--- src/rtl/regwrite_trace_fifo_pkg.sv ---
// Shared definitions for the register-write trace buffer: entry layout and
// field offsets used to pack and unpack a trace record {seq, pc, rd, data}.
package regwrite_trace_fifo_pkg;

  localparam int DATA_W   = 32;
  localparam int ADDR_W   = 5;
  localparam int PC_W     = 32;

  localparam int DATA_LSB = 0;
  localparam int ADDR_LSB = DATA_LSB + DATA_W;
  localparam int PC_LSB   = ADDR_LSB + ADDR_W;
  localparam int SEQ_LSB  = PC_LSB + PC_W;

  // Total packed width of one trace entry for a given sequence width.
  function automatic int traceEntryWidth(input int seqW);
    return seqW + PC_W + ADDR_W + DATA_W;
  endfunction

endpackage

--- src/rtl/regwrite_trace_fifo_if.sv ---
// Bundle of the register write-back observation port, trace control inputs
// and the valid/ready drain stream toward the host or checker.
interface regwrite_trace_fifo_if #(
  parameter int DEPTH  = 8,
  parameter int SEQ_W  = 16,
  parameter int DROP_W = 8
);
  localparam int LVL_W = $clog2(DEPTH) + 1;

  logic              trace_en;
  logic              trace_clear;
  logic              wb_en;
  logic [4:0]        wb_addr;
  logic [31:0]       wb_data;
  logic [31:0]       wb_pc;

  logic              out_valid;
  logic              out_ready;
  logic [SEQ_W-1:0]  out_seq;
  logic [31:0]       out_pc;
  logic [4:0]        out_addr;
  logic [31:0]       out_data;
  logic [LVL_W-1:0]  level;
  logic              overflow;
  logic [DROP_W-1:0] drop_count;

  // Tracer side: observes the CPU and sources the trace stream.
  modport master (
    input  trace_en, trace_clear, wb_en, wb_addr, wb_data, wb_pc, out_ready,
    output out_valid, out_seq, out_pc, out_addr, out_data, level, overflow, drop_count
  );

  // Environment side: CPU write port plus the consumer of trace entries.
  modport slave (
    output trace_en, trace_clear, wb_en, wb_addr, wb_data, wb_pc, out_ready,
    input  out_valid, out_seq, out_pc, out_addr, out_data, level, overflow, drop_count
  );

endinterface

--- src/rtl/regwrite_trace_fifo_sync_fifo.sv ---
// Synchronous FIFO with show-ahead read data. Pointers carry one extra wrap
// bit so full and empty are distinguished without a separate counter.
module sync_fifo #(
  parameter int WIDTH = 8,
  parameter int DEPTH = 8
) (
  input  logic                     clk,
  input  logic                     reset,
  input  logic                     i_push,
  input  logic                     i_pop,
  input  logic [WIDTH-1:0]         i_wdata,
  output logic [WIDTH-1:0]         o_rdata,
  output logic                     o_full,
  output logic                     o_empty,
  output logic [$clog2(DEPTH):0]   o_level
);

  localparam int AW = $clog2(DEPTH);

  logic [WIDTH-1:0] r_mem [DEPTH];
  logic [AW:0]      r_wrPtr;
  logic [AW:0]      r_rdPtr;
  logic             w_doPush;
  logic             w_doPop;

  // Flag and level derivation; a push into a full FIFO is only legal with a pop.
  always_comb begin
    o_empty  = (r_wrPtr == r_rdPtr);
    o_full   = (r_wrPtr[AW] != r_rdPtr[AW]) && (r_wrPtr[AW-1:0] == r_rdPtr[AW-1:0]);
    o_level  = r_wrPtr - r_rdPtr;
    w_doPop  = i_pop && !o_empty;
    w_doPush = i_push && (!o_full || w_doPop);
    o_rdata  = o_empty ? '0 : r_mem[r_rdPtr[AW-1:0]];
  end

  // Pointer advance; reset discards any queued entries.
  always_ff @(posedge clk) begin
    if (reset) begin
      r_wrPtr <= '0;
      r_rdPtr <= '0;
    end else begin
      if (w_doPush) r_wrPtr <= r_wrPtr + (AW+1)'(1);
      if (w_doPop)  r_rdPtr <= r_rdPtr + (AW+1)'(1);
    end
  end

  // Storage write; contents need no reset because empty masks the read data.
  always_ff @(posedge clk) begin
    if (w_doPush) r_mem[r_wrPtr[AW-1:0]] <= i_wdata;
  end

endmodule

--- src/rtl/regwrite_trace_fifo.sv ---
// Register-write trace recorder. Watches the register-file write port,
// stamps each architectural write with a sequence number and buffers it for
// a host to drain. Never back-pressures the CPU: entries that find the
// buffer full are dropped and counted, and the sequence gap exposes them.
module regwrite_trace_fifo
  import regwrite_trace_fifo_pkg::*;
#(
  parameter int DEPTH  = 8,
  parameter int SEQ_W  = 16,
  parameter int DROP_W = 8,
  parameter bit LOG_R0 = 1'b0
) (
  input  logic                  clk,
  input  logic                  reset,
  regwrite_trace_fifo_if.master bus
);

  localparam int ENTRY_W = traceEntryWidth(SEQ_W);
  localparam int LVL_W   = $clog2(DEPTH) + 1;

  logic [SEQ_W-1:0]   r_seq;
  logic               r_overflow;
  logic [DROP_W-1:0]  r_dropCount;

  logic               w_cap;
  logic               w_pop;
  logic               w_drop;
  logic               w_full;
  logic               w_empty;
  logic [SEQ_W-1:0]   w_entrySeq;
  logic [ENTRY_W-1:0] w_entry;
  logic [ENTRY_W-1:0] w_head;
  logic [LVL_W-1:0]   w_level;

  // Capture qualification, drop decision and entry packing.
  always_comb begin
    w_cap      = bus.trace_en && bus.wb_en && (LOG_R0 || (bus.wb_addr != 5'd0));
    w_pop      = !w_empty && bus.out_ready;
    w_drop     = w_cap && w_full && !w_pop;
    w_entrySeq = bus.trace_clear ? '0 : r_seq;
    w_entry    = {w_entrySeq, bus.wb_pc, bus.wb_addr, bus.wb_data};
  end

  sync_fifo #(
    .WIDTH (ENTRY_W),
    .DEPTH (DEPTH)
  ) u_fifo (
    .clk     (clk),
    .reset   (reset),
    .i_push  (w_cap && !w_drop),
    .i_pop   (w_pop),
    .i_wdata (w_entry),
    .o_rdata (w_head),
    .o_full  (w_full),
    .o_empty (w_empty),
    .o_level (w_level)
  );

  // Sequence counter: advances on every capture, dropped or not; clear restarts it.
  always_ff @(posedge clk) begin
    if (reset) begin
      r_seq <= '0;
    end else if (bus.trace_clear) begin
      r_seq <= w_cap ? SEQ_W'(1) : '0;
    end else if (w_cap) begin
      r_seq <= r_seq + SEQ_W'(1);
    end
  end

  // Sticky overflow and saturating drop count; a drop on the clear edge wins.
  always_ff @(posedge clk) begin
    if (reset) begin
      r_overflow  <= 1'b0;
      r_dropCount <= '0;
    end else if (bus.trace_clear) begin
      r_overflow  <= w_drop;
      r_dropCount <= w_drop ? DROP_W'(1) : '0;
    end else if (w_drop) begin
      r_overflow <= 1'b1;
      if (r_dropCount != {DROP_W{1'b1}}) r_dropCount <= r_dropCount + DROP_W'(1);
    end
  end

  // Unpack the show-ahead head entry onto the drain stream.
  always_comb begin
    bus.out_valid  = !w_empty;
    bus.out_seq    = w_head[SEQ_LSB  +: SEQ_W];
    bus.out_pc     = w_head[PC_LSB   +: PC_W];
    bus.out_addr   = w_head[ADDR_LSB +: ADDR_W];
    bus.out_data   = w_head[DATA_LSB +: DATA_W];
    bus.level      = w_level;
    bus.overflow   = r_overflow;
    bus.drop_count = r_dropCount;
  end

endmodule

--- src/flat_wrapper.sv ---
// flat-port wrapper written by rule: the top's interface ports become plain ports
module regwrite_trace_fifo_flat import regwrite_trace_fifo_pkg::*;
#(
  parameter int DEPTH  = 8,
  parameter int SEQ_W  = 16,
  parameter int DROP_W = 8,
  parameter bit LOG_R0 = 1'b0
)
  (clk, reset, bus_trace_en, bus_trace_clear, bus_wb_en, bus_wb_addr, bus_wb_data, bus_wb_pc, bus_out_ready, bus_out_valid, bus_out_seq, bus_out_pc, bus_out_addr, bus_out_data, bus_level, bus_overflow, bus_drop_count);
  regwrite_trace_fifo_if #(.DEPTH(DEPTH), .SEQ_W(SEQ_W), .DROP_W(DROP_W)) bus_i ();
  input  logic clk;
  input  logic reset;
  input wire logic [$bits(bus_i.trace_en)-1:0] bus_trace_en;
  input wire logic [$bits(bus_i.trace_clear)-1:0] bus_trace_clear;
  input wire logic [$bits(bus_i.wb_en)-1:0] bus_wb_en;
  input wire logic [$bits(bus_i.wb_addr)-1:0] bus_wb_addr;
  input wire logic [$bits(bus_i.wb_data)-1:0] bus_wb_data;
  input wire logic [$bits(bus_i.wb_pc)-1:0] bus_wb_pc;
  input wire logic [$bits(bus_i.out_ready)-1:0] bus_out_ready;
  output wire logic [$bits(bus_i.out_valid)-1:0] bus_out_valid;
  output wire logic [$bits(bus_i.out_seq)-1:0] bus_out_seq;
  output wire logic [$bits(bus_i.out_pc)-1:0] bus_out_pc;
  output wire logic [$bits(bus_i.out_addr)-1:0] bus_out_addr;
  output wire logic [$bits(bus_i.out_data)-1:0] bus_out_data;
  output wire logic [$bits(bus_i.level)-1:0] bus_level;
  output wire logic [$bits(bus_i.overflow)-1:0] bus_overflow;
  output wire logic [$bits(bus_i.drop_count)-1:0] bus_drop_count;
  assign bus_i.trace_en = bus_trace_en;
  assign bus_i.trace_clear = bus_trace_clear;
  assign bus_i.wb_en = bus_wb_en;
  assign bus_i.wb_addr = bus_wb_addr;
  assign bus_i.wb_data = bus_wb_data;
  assign bus_i.wb_pc = bus_wb_pc;
  assign bus_i.out_ready = bus_out_ready;
  assign bus_out_valid = bus_i.out_valid;
  assign bus_out_seq = bus_i.out_seq;
  assign bus_out_pc = bus_i.out_pc;
  assign bus_out_addr = bus_i.out_addr;
  assign bus_out_data = bus_i.out_data;
  assign bus_level = bus_i.level;
  assign bus_overflow = bus_i.overflow;
  assign bus_drop_count = bus_i.drop_count;
  regwrite_trace_fifo #(.DEPTH(DEPTH), .SEQ_W(SEQ_W), .DROP_W(DROP_W), .LOG_R0(LOG_R0)) u_core (.clk(clk), .reset(reset), .bus(bus_i));
endmodule
--- config.mk ---
export PLATFORM = sky130hd
export DESIGN_NAME = regwrite_trace_fifo_flat
export DESIGN_NICKNAME = d
export VERILOG_FILES = /design/src/rtl/regwrite_trace_fifo_pkg.sv /design/src/rtl/regwrite_trace_fifo_if.sv /design/src/rtl/regwrite_trace_fifo_sync_fifo.sv /design/src/rtl/regwrite_trace_fifo.sv /design/src/flat_wrapper.sv
export SDC_FILE = /design/constraint.sdc
export NUM_CORES = 1
export LEC_CHECK = 0
export CORE_MARGIN = 3
export CORE_UTILIZATION = 59
export CTS_BUF_LIST = sky130_fd_sc_hd__clkbuf_8 sky130_fd_sc_hd__clkbuf_16
export CTS_CLUSTER_SIZE = 40
export DETAILED_ROUTE_END_ITERATION = 10
export PLACE_DENSITY_LB_ADDON = 0.3
export SETUP_SLACK_MARGIN = 0.2
export SLEW_MARGIN = 15
export SYNTH_ARGS = -nofsm -noshare
export SYNTH_HDL_FRONTEND = slang
export SYNTH_SLANG_ARGS = --single-unit
--- constraint.sdc ---
create_clock -name clk -period 15.55 [get_ports clk]
set_input_delay 3.11 -clock clk [delete_from_list [all_inputs] [get_ports clk]]
set_output_delay 3.11 -clock clk [all_outputs]
set_load 0.02 [all_outputs]
==> results_dict.tcl, run 1 <==
set metrics [dict create \
    status "finished clean" \
    cpPeakStageDelay_ns 0.88 \
    synthCells 1317 \
    h-tree-depth 3 \
    hold_depth 2 \
    synth_warnings 0 \
    grt_pass1_vias 14346 \
    peakVddDrop_v 0.000105 \
    async_flop_share_pct 0 \
    dieArea_mm2 0.0495 \
    drive_gt1_share_pct 20.3 \
    power.internal_mw 3.29 \
    worst_r2r_endpoint "u_core.u_fifo.r_mem[4][51]" \
    die_x_um 223 \
    hold_buffers 0 \
    grt_overflow 0 \
    crit_path_end_kind "output port" \
    synth_edf_count 680 \
    r2r_setup_slack_ns 11.73 \
    post-route-min-period_ns 7.88 \
    synthTopCellsByArea "edfxtp_1, mux4_2, mux2i_1" \
    cp_max_fo 50 \
    floorplan.rows 78 \
    critPathRequiredTime_ns 12.44 \
    maxSlewViolCount 0 \
    crit_type "flip-flop to output port" \
    syn_area_mm2 0.0277 \
    crit_path_top_delay_cell "buf_4" \
    hold-path-endpoint "u_core.bus.overflow" \
    rsz0062_at_grt "false" \
    numCtsBuffers 71 \
    finalHoldViolations 0 \
    fin_cells 2178 \
    reg2reg_depth 8 \
    share_seq_of_total_power_pct 50.7 \
    post_cts_resize_count 0 \
    ant_nets 0 \
    fillers 2764 \
    multiInputGateArea_mm2 0.00623 \
    cts_setup_buffers 0 \
    tns_ns 0 \
    cp.arrival_ns 4.77 \
    drt_wl_total_um 55700 \
    crit-reg2reg-launch "u_core.u_fifo.r_wrPtr[0]" \
    place_congestion 0.799 \
    crit_chain "buf_4 > buf_4 > mux4_2 > mux2i_1 > nor2_1 > clkdlybuf4s50_1" \
    die_y_um 223 \
    synth_fp_nets 1400 \
    clk_path_buf_depth 3 \
    dp_hpwl_um 29600 \
    clk_pin_slew_ns 0.06 \
    power_density_mw_per_mm2 130 \
    worst_slack_ns 7.67 \
    seq_area_mm2 0.0212 \
    whs_ns 0.467 \
    pin_count 174 \
    first_iter_violations 1320 \
    clock_skew_ns 0.0203 \
    nets 1604 \
    cts_sinks 716 \
    setup_viol 0 \
    ys_top_cells_by_count "edfxtp_1, mux4_2, nor2_1" \
    cap_violations 0 \
    place_inst 2048 \
    vias_per_cell 6.20 \
    start_util_pct 60.3 \
    synth_top_area_cell "edfxtp_1" \
    place_ws_ns 8.16 \
    antenna_found_initial 6 \
    vias 13504 \
    wire_per_inst_um 25.6 \
    ys.flop_type "edfxtp_1" \
    leakage_nw 9.82 \
    holdCritPathClass "flip-flop to flip-flop" \
    synth.distinct_cells 50 \
    worstHoldStart "u_core.bus.overflow" \
    crit_path_frequent_cell "buf_4" \
    drt-pass1-iter-count 5 \
    insertion_delay_ns 0.59 \
    max_freq_ghz 0.127 \
    pwr-share-comb_pct 10.7 \
    synth_top_area_share_pct 73.8 \
    route.detailed.drc 0 \
    switching_share_pct 22.1 \
    cts_tree "done" \
    p_switching_mw 0.933 \
    grt_usage_pct 22.9 \
    post-route-period-util_pct 50.7 \
    slew_headroom_pct 28.9 \
    grt_pass1_wl_um 86000 \
    seq_area_frac_synth_pct 76.4 \
    ys_ff_latch 716 \
    yosysMostFrequentCell "edfxtp_1" \
    area_growth_pct 17.0 \
    avgSynthCellArea_um2 21.0 \
    p_clk_share_pct 38.6 \
    numPortBuffers 173 \
    tightestPinTransition_ns 1.07 \
    start_kind "flip-flop" \
    core_area_mm2 0.0459 \
    cts_root_buf "clkbuf_16" \
    grt_max_degree 75 \
]
## through the flow
step | total power [mW] | utilization [%] | instance area (um^2)
2_1_floorplan | 2.46 | - | 27700
3_3_place_gp | 2.63 | 65.6 | 30100
3_5_place_dp | 2.64 | 65.6 | 30100
4_1_cts | 4.26 | 70.6 | 32400
5_1_grt | 4.37 | 70.6 | 32400
6_report | 4.22 | 70.6 | 32400
## registers in the layout (all words and copies together) (netlist names), named ones only
name	cells
u_core.bus.drop_count	8
u_core.r_seq	16
u_core.u_fifo.r_mem	680
u_core.bus.overflow	1
u_core.u_fifo.r_wrPtr	4
u_core.u_fifo.r_rdPtr	4
## layout make-up
type | count | share of cell area [%]
tap | 600 | 2.32
sequential | 716 | 65.3
antenna | 3 | 0.0232
multi-input combinational | 520 | 19.2
clock inverter | 47 | 0.955
inverter | 12 | 0.139
timing repair buffer | 200 | 5.97
clock buffer | 80 | 6.01
## power groups by stage
stage	clock [mW]	sequential, mW	combinational, mW
global route	1.74	2.14	0.485
finish	1.63	2.14	0.452
CTS	1.66	2.14	0.460
detailed placement	0	2.18	0.457
global placement	0	2.18	0.453
floorplan	0	2.17	0.283
## worst max-delay path by stage
| stage | startpoint | end | slack (ns) |
|---|---|---|---|
| 2_1_floorplan | bus_wb_addr[3] | u_core.u_fifo.r_mem[1][0] | 3.10 |
| 3_3_place_gp | flip-flop | bus_out_data[1] | 8.17 |
| 3_5_place_dp | flip-flop | bus_out_data[1] | 8.16 |
| 4_1_cts | flip-flop | bus_out_data[1] | 7.49 |
| 5_1_grt | flip-flop | bus_out_data[1] | 7.19 |
| 6_report | flip-flop | bus_out_data[1] | 7.67 |
## logic make-up (layout without fill, tap and decap cells)
family / Yosys count / in the layout / synth area share (%)
XOR/XNOR: 11 / 11 / 0.348
flip-flops: 716 / 716 / 76.4
AO/OA/AOI/OAI: 59 / 59 / 1.42
multiplexers: 257 / 257 / 17.0
other: 0 / 3 / 0
AND/OR/NAND/NOR: 185 / 185 / 3.18
buffers and inverters: 81 / 339 / 1.27
adder cells (fa/ha/maj): 8 / 8 / 0.389
## per-layer routing
metal	share of wire (%)	global-route usage, %	up-vias
met1	40	31.8	7036
met4	2.2	7.24	6
met3	6.9	4.36	86
met5	0.074	0	-
li1	-	-	5844
met2	51	37.8	532
## layout by cell type (no fill, tap or decap), drive strengths merged, types with 2 or more instances in the layout
master           n
edfxtp         680
clkdlybuf4s50  173
mux4           170
nor2           103
mux2i           86
clkbuf          80
dfxtp           36
inv             32
buf             27
a21oi           21
clkinv          21
nor2b           15
nand3           14
nand2           11
or4             11
o21ai           11
o31ai           10
ha               7
xor2             6
or3              6
xnor2            5
nand4            5
and3             5
nor3             5
nor4             4
diode            3
and4             3
o211ai           3
a31oi            3
bufinv           3
clkinvlp         3
a311oi           2
o2111ai          2
## worst max-delay path: cells and delay by family, from the launching register on
family	cells	cell delay [ns]
buffers and inverters	3	2.35
flip-flops	1	0.82
multiplexers	2	0.78
AND/OR/NAND/NOR	1	0.13
(Power assumes the default switching activity.)
==> run 2: changes to the inputs <==
CORE_UTILIZATION = 53   (was 59)
clock period = 6.8 ns   (was 15.55 ns; I/O delays follow)
==> run 2 against run 1 <==
Compared with the run above: first-iteration DRC count is 13% lower; setup slack got worse by 6.3 ns; register-to-register slack got worse by 8.4 ns; design area is 0.55% higher; largest power group unchanged; highest routed layer unchanged.
==> results_dict.tcl, run 2 (same netlist as run 1, synthesis figures left out) <==
set metrics [dict create \
    drt_wl_total_um 54900 \
    grt_util_met3_pct 4.16 \
    grt_pass1_vias 13711 \
    peakVddDrop_v 0.000197 \
    worst_r2r_endpoint "u_core.u_fifo.r_mem[5][10]" \
    dp_hpwl_um 29300 \
    nets 1604 \
    vias_per_cell 5.88 \
    cts_tree "done" \
    maxSlewViolCount 0 \
    power_density_mw_per_mm2 294 \
    finalInstanceArea_mm2 0.0326 \
    reg2reg_depth 7 \
    numPortBuffers 173 \
    insertion_delay_ns 0.59 \
    place_inst 2127 \
    top_usage_layer "met2" \
    cp.arrival_ns 4.07 \
    clock_skew_ns 0.0182 \
    grt_util_met2_pct 32.2 \
    clk_path_buf_depth 3 \
    hold_buffers 0 \
    cap_violations 0 \
    tightestPinTransition_ns 1.12 \
    cp_max_fo 30 \
    numCtsBuffers 72 \
    rsz0062_at_grt "false" \
    r2r_setup_slack_ns 3.36 \
    clk_pin_slew_ns 0.06 \
    dieArea_mm2 0.0550 \
    post-route-min-period_ns 5.43 \
    met1_usage_pct 28.8 \
    grt_overflow 0 \
    finalHoldViolations 0 \
    hold-path-endpoint "u_core.r_seq[15]" \
    floorplan.rows 83 \
    worstHoldStart "u_core.r_seq[15]" \
    wire_per_inst_um 24.3 \
    crit-reg2reg-launch "u_core.u_fifo.r_wrPtr[0]" \
    vias 13288 \
    max_freq_ghz 0.184 \
    h-tree-depth 3 \
    post_cts_resize_count 0 \
    multiInputGateArea_mm2 0.00627 \
    fin_cells 2259 \
    start_kind "flip-flop" \
    route.detailed.drc 0 \
    status "finished clean" \
    post-route-period-util_pct 79.9 \
    drt-pass1-iter-count 5 \
    antenna_found_initial 6 \
    area_growth_pct 17.7 \
    layout_common_cells "edfxtp_1, clkdlybuf4s50_1, mux4_2" \
    grt_pass1_wl_um 83200 \
    critPathRequiredTime_ns 5.44 \
    cts_root_buf "clkbuf_16" \
    leakage_nw 9.83 \
    seq_area_mm2 0.0212 \
    place_area_mm2 0.0303 \
    pin_count 174 \
    setup_viol 0 \
    largest_register_ffs 680 \
    crit_type "flip-flop to output port" \
    hold_depth 2 \
    drive_gt1_share_pct 19.6 \
    crit_path_end_kind "output port" \
    whs_ns 0.489 \
    holdCritPathClass "flip-flop to flip-flop" \
    cts_sinks 716 \
    grt_usage_pct 20.4 \
    start_util_pct 53.7 \
    slew_headroom_pct 25.3 \
    core_area_mm2 0.0515 \
    grt_max_degree 96 \
    first_iter_violations 1143 \
    die_y_um 234 \
    die_x_um 234 \
    final_common_cell "edfxtp_1" \
    place_congestion 0.793 \
    cts_setup_buffers 0 \
    ant_nets 0 \
    fillers 3527 \
]
==> run 2: cell types whose count changed in the layout (fill, tap and decap cells not counted), moves of 3 or more <==
cell / change
inv_1: +7
nor4_4: +4
clkinv_2: -3
buf_4: -9
clkbuf_8: -5
clkinv_1: +3
inv_6: -3
nor4_2: -4
buf_12: +8
==> run 2: how the worst max path moves through the flow <==
stage | from | endpoint | slack (ns) | cells after the start
detailed placement | u_core.u_fifo.r_wrPtr[0] | bus_out_seq[3] | 2.02 | 7
global placement | bus_wb_addr[3] | u_core.u_fifo.r_mem[5][56] | 2.12 | 6
finish | u_core.u_fifo.r_wrPtr[0] | bus_out_seq[3] | 1.37 | 7
CTS | u_core.u_fifo.r_wrPtr[0] | bus_out_seq[3] | 1.36 | 7
floorplan | bus_wb_addr[3] | u_core.u_fifo.r_mem[4][0] | -1.75 | 6
global route | u_core.u_fifo.r_wrPtr[0] | bus_out_seq[3] | 1.15 | 7
==> run 2: stage by stage <==
| step | utilization, % | setup WS, ns | setup TNS [ns] | total power [mW] |
|---|---|---|---|---|
| 3_3_place_gp | 58.9 | 2.12 | 0 | 6.03 |
| 6_report | 63.2 | 1.37 | 0 | 9.59 |
| 3_5_place_dp | 58.9 | 2.02 | 0 | 6.05 |
| 4_1_cts | 63.2 | 1.36 | 0 | 9.69 |
| 2_1_floorplan | - | -1.75 | -559.66 | 5.62 |
| 5_1_grt | 63.2 | 1.15 | 0 | 9.95 |
==> run 2: layout make-up <==
class | count | area share (%)
diodes | 5 | 0.0384
clock buffers | 77 | 5.92
clock inverters | 50 | 0.838
inverters | 12 | 0.138
multi-input cells | 520 | 19.2
flip-flops and latches | 716 | 65.0
well taps | 680 | 2.61
repair buffers | 199 | 6.23
==> run 2: routing by layer <==
metal	part of all wire, %	vias up
met1	42	6976
met2	49	375
met3	6.4	91
met5	0.049	-
met4	2.4	4
li1	-	5842
==> run 2: worst max-delay path, stage by stage, from the launching register on <==
cell and delay, ns:
dfxtp_1 0.56, inv_1 0.25, ha_1 0.38, nand3_1 0.27, nor2_4 0.81, buf_4 0.50, nor2_1 0.11, clkdlybuf4s50_1 0.57
==> run 2: where the power goes <==
group	total (mW)	internal [mW]	switching (mW)
Combinational	1.04	0.502	0.535
Clock	3.65	2.11	1.54
Sequential	4.90	4.86	0.0415
Total	9.59	7.47	2.12
==> run 3: changes to the inputs <==
CORE_UTILIZATION = 59   (was 53)
clock period = 5.4 ns   (was 6.8 ns; I/O delays follow)
==> run 3 against run 2 <==
Compared with the run above: clock skew is 0.0047 ns higher; setup slack worse by 0.85 ns; sequential cell count is the same; power is 26% higher; critical path type unchanged; via count increased by 2.2%; sequential power grew 26%; register-to-register slack worse by 1.6 ns; non-clock buffer count increased by 3; utilization grew 7.5 points.
==> results_dict.tcl, run 3 (same netlist as run 1, synthesis figures left out) <==
set metrics [dict create \
    status "finished clean" \
    core_area_mm2 0.0459 \
    slew_headroom_pct 41.8 \
    power_density_mw_per_mm2 371 \
    cap_violations 0 \
    h-tree-depth 3 \
    post-route-min-period_ns 4.88 \
    hold-path-endpoint "u_core.bus.overflow" \
    largest_register_ffs 680 \
    tns_ns 0 \
    numPortBuffers 173 \
    floorplan.rows 78 \
    holdCritPathClass "flip-flop to flip-flop" \
    drive_gt1_share_pct 20.2 \
    cts_setup_buffers 0 \
    fin_cells 2176 \
    clk_pin_slew_ns 0.06 \
    post-route-period-util_pct 90.3 \
    clk_path_buf_depth 3 \
    cp.arrival_ns 3.80 \
    wire_per_inst_um 26.0 \
    peakVddDrop_v 0.000205 \
    drt-pass1-iter-count 5 \
    grt_pass1_vias 14294 \
    cp_max_fo 36 \
    vias 13579 \
    cts_tree "done" \
    cts_sinks 716 \
    dp_hpwl_um 30700 \
    fillers 2723 \
    layout_common_cells "edfxtp_1, clkdlybuf4s50_1, mux4_2" \
    grt_pass1_wl_um 87500 \
    seq_area_mm2 0.0212 \
    crit-reg2reg-launch "u_core.u_fifo.r_wrPtr[0]" \
    crit_type "flip-flop to output port" \
    area_growth_pct 17.2 \
    hold_buffers 0 \
    place_inst 2050 \
    tightestPinTransition_ns 0.872 \
    antenna_found_initial 4 \
    clock_skew_ns 0.0228 \
    vias_per_cell 6.24 \
    worst_r2r_endpoint "u_core.u_fifo.r_mem[3][63]" \
    place_congestion 0.810 \
    worstHoldStart "u_core.bus.overflow" \
    place_ws_ns 1.05 \
    die_y_um 223 \
    r2r_setup_slack_ns 1.80 \
    drt_wl_total_um 56600 \
    dieArea_mm2 0.0495 \
    ant_nets 0 \
    finalHoldViolations 0 \
    final_common_cell "edfxtp_1" \
    die_x_um 223 \
    grt_max_degree 56 \
    grt_usage_pct 23.4 \
    nets 1605 \
    post_cts_resize_count 0 \
    reg2reg_depth 7 \
    cts_root_buf "clkbuf_16" \
    route.detailed.drc 0 \
    worst_slack_ns 0.523 \
    insertion_delay_ns 0.60 \
    maxSlewViolCount 0 \
    start_util_pct 60.3 \
    numCtsBuffers 70 \
    hold_depth 2 \
    max_freq_ghz 0.205 \
    grt_overflow 0 \
    start_kind "flip-flop" \
    crit_path_end_kind "output port" \
    setup_viol 0 \
    multiInputGateArea_mm2 0.00628 \
    pin_count 174 \
    leakage_nw 9.78 \
    first_iter_violations 1434 \
    rsz0062_at_grt "false" \
    critPathRequiredTime_ns 4.32 \
]
## run 3: power by group
part / internal [mW] / leakage, nW / switching (mW)
Clock: 2.57 / 1.09 / 1.97
Sequential: 6.12 / 6.38 / 0.0438
Combinational: 0.638 / 2.31 / 0.698
Total: 9.33 / 9.78 / 2.71
## run 3: how the worst max path moves through the flow
stage / slack, ns / depth (start not counted) / from / end
after floorplan: -1.46 / 5 / bus_wb_addr[3] / u_core.u_fifo.r_mem[0][0]
after global placement: 1.14 / 6 / bus_wb_addr[0] / u_core.u_fifo.r_mem[0][10]
final: 0.52 / 7 / u_core.u_fifo.r_wrPtr[0] / bus_out_data[3]
after global routing: 0.39 / 7 / u_core.u_fifo.r_wrPtr[0] / bus_out_data[3]
after CTS: 0.55 / 7 / u_core.u_fifo.r_wrPtr[0] / bus_out_data[3]
after detailed placement: 1.05 / 6 / bus_wb_addr[0] / u_core.u_fifo.r_mem[0][11]
## run 3: routing by layer
layer	global-route usage [%]	up-vias	share of wire (%)
met1	33.1	7108	41
met3	4.11	108	6.3
li1	-	5836	-
met2	37.8	521	50
met4	8.08	6	2.6
met5	0	-	0.064
## run 3: stage by stage
| step | hold slack, ns | power, mW | util (%) | area (um^2) |
|---|---|---|---|---|
| finish | 0.472 | 12.0 | 70.7 | 32400 |
| global route | 0.509 | 12.4 | 70.7 | 32400 |
| CTS | 0.468 | 12.1 | 70.7 | 32400 |
| detailed placement | 0.455 | 7.62 | 66.0 | 30300 |
| global placement | 0.453 | 7.60 | 66.0 | 30300 |
| floorplan | 0.447 | 7.07 | - | 27700 |
## run 3: critical path, stage by stage, from the launching register on
cell	delay, ns
dfxtp_1	0.64
inv_1	0.33
ha_1	0.40
nand3_1	0.31
nor2_4	0.32
buf_4	0.47
nor2_1	0.12
clkdlybuf4s50_1	0.57
## run 3: cell type report
| type | count | area share (%) |
|---|---|---|
| Timing Repair Buffer | 202 | 6.28 |
| Sequential cell | 716 | 65.2 |
| Antenna cell | 3 | 0.0232 |
| Inverter | 12 | 0.139 |
| Clock buffer | 76 | 5.73 |
| Tap cell | 600 | 2.32 |
| Multi-Input combinational cell | 520 | 19.4 |
| Clock inverter | 47 | 0.880 |
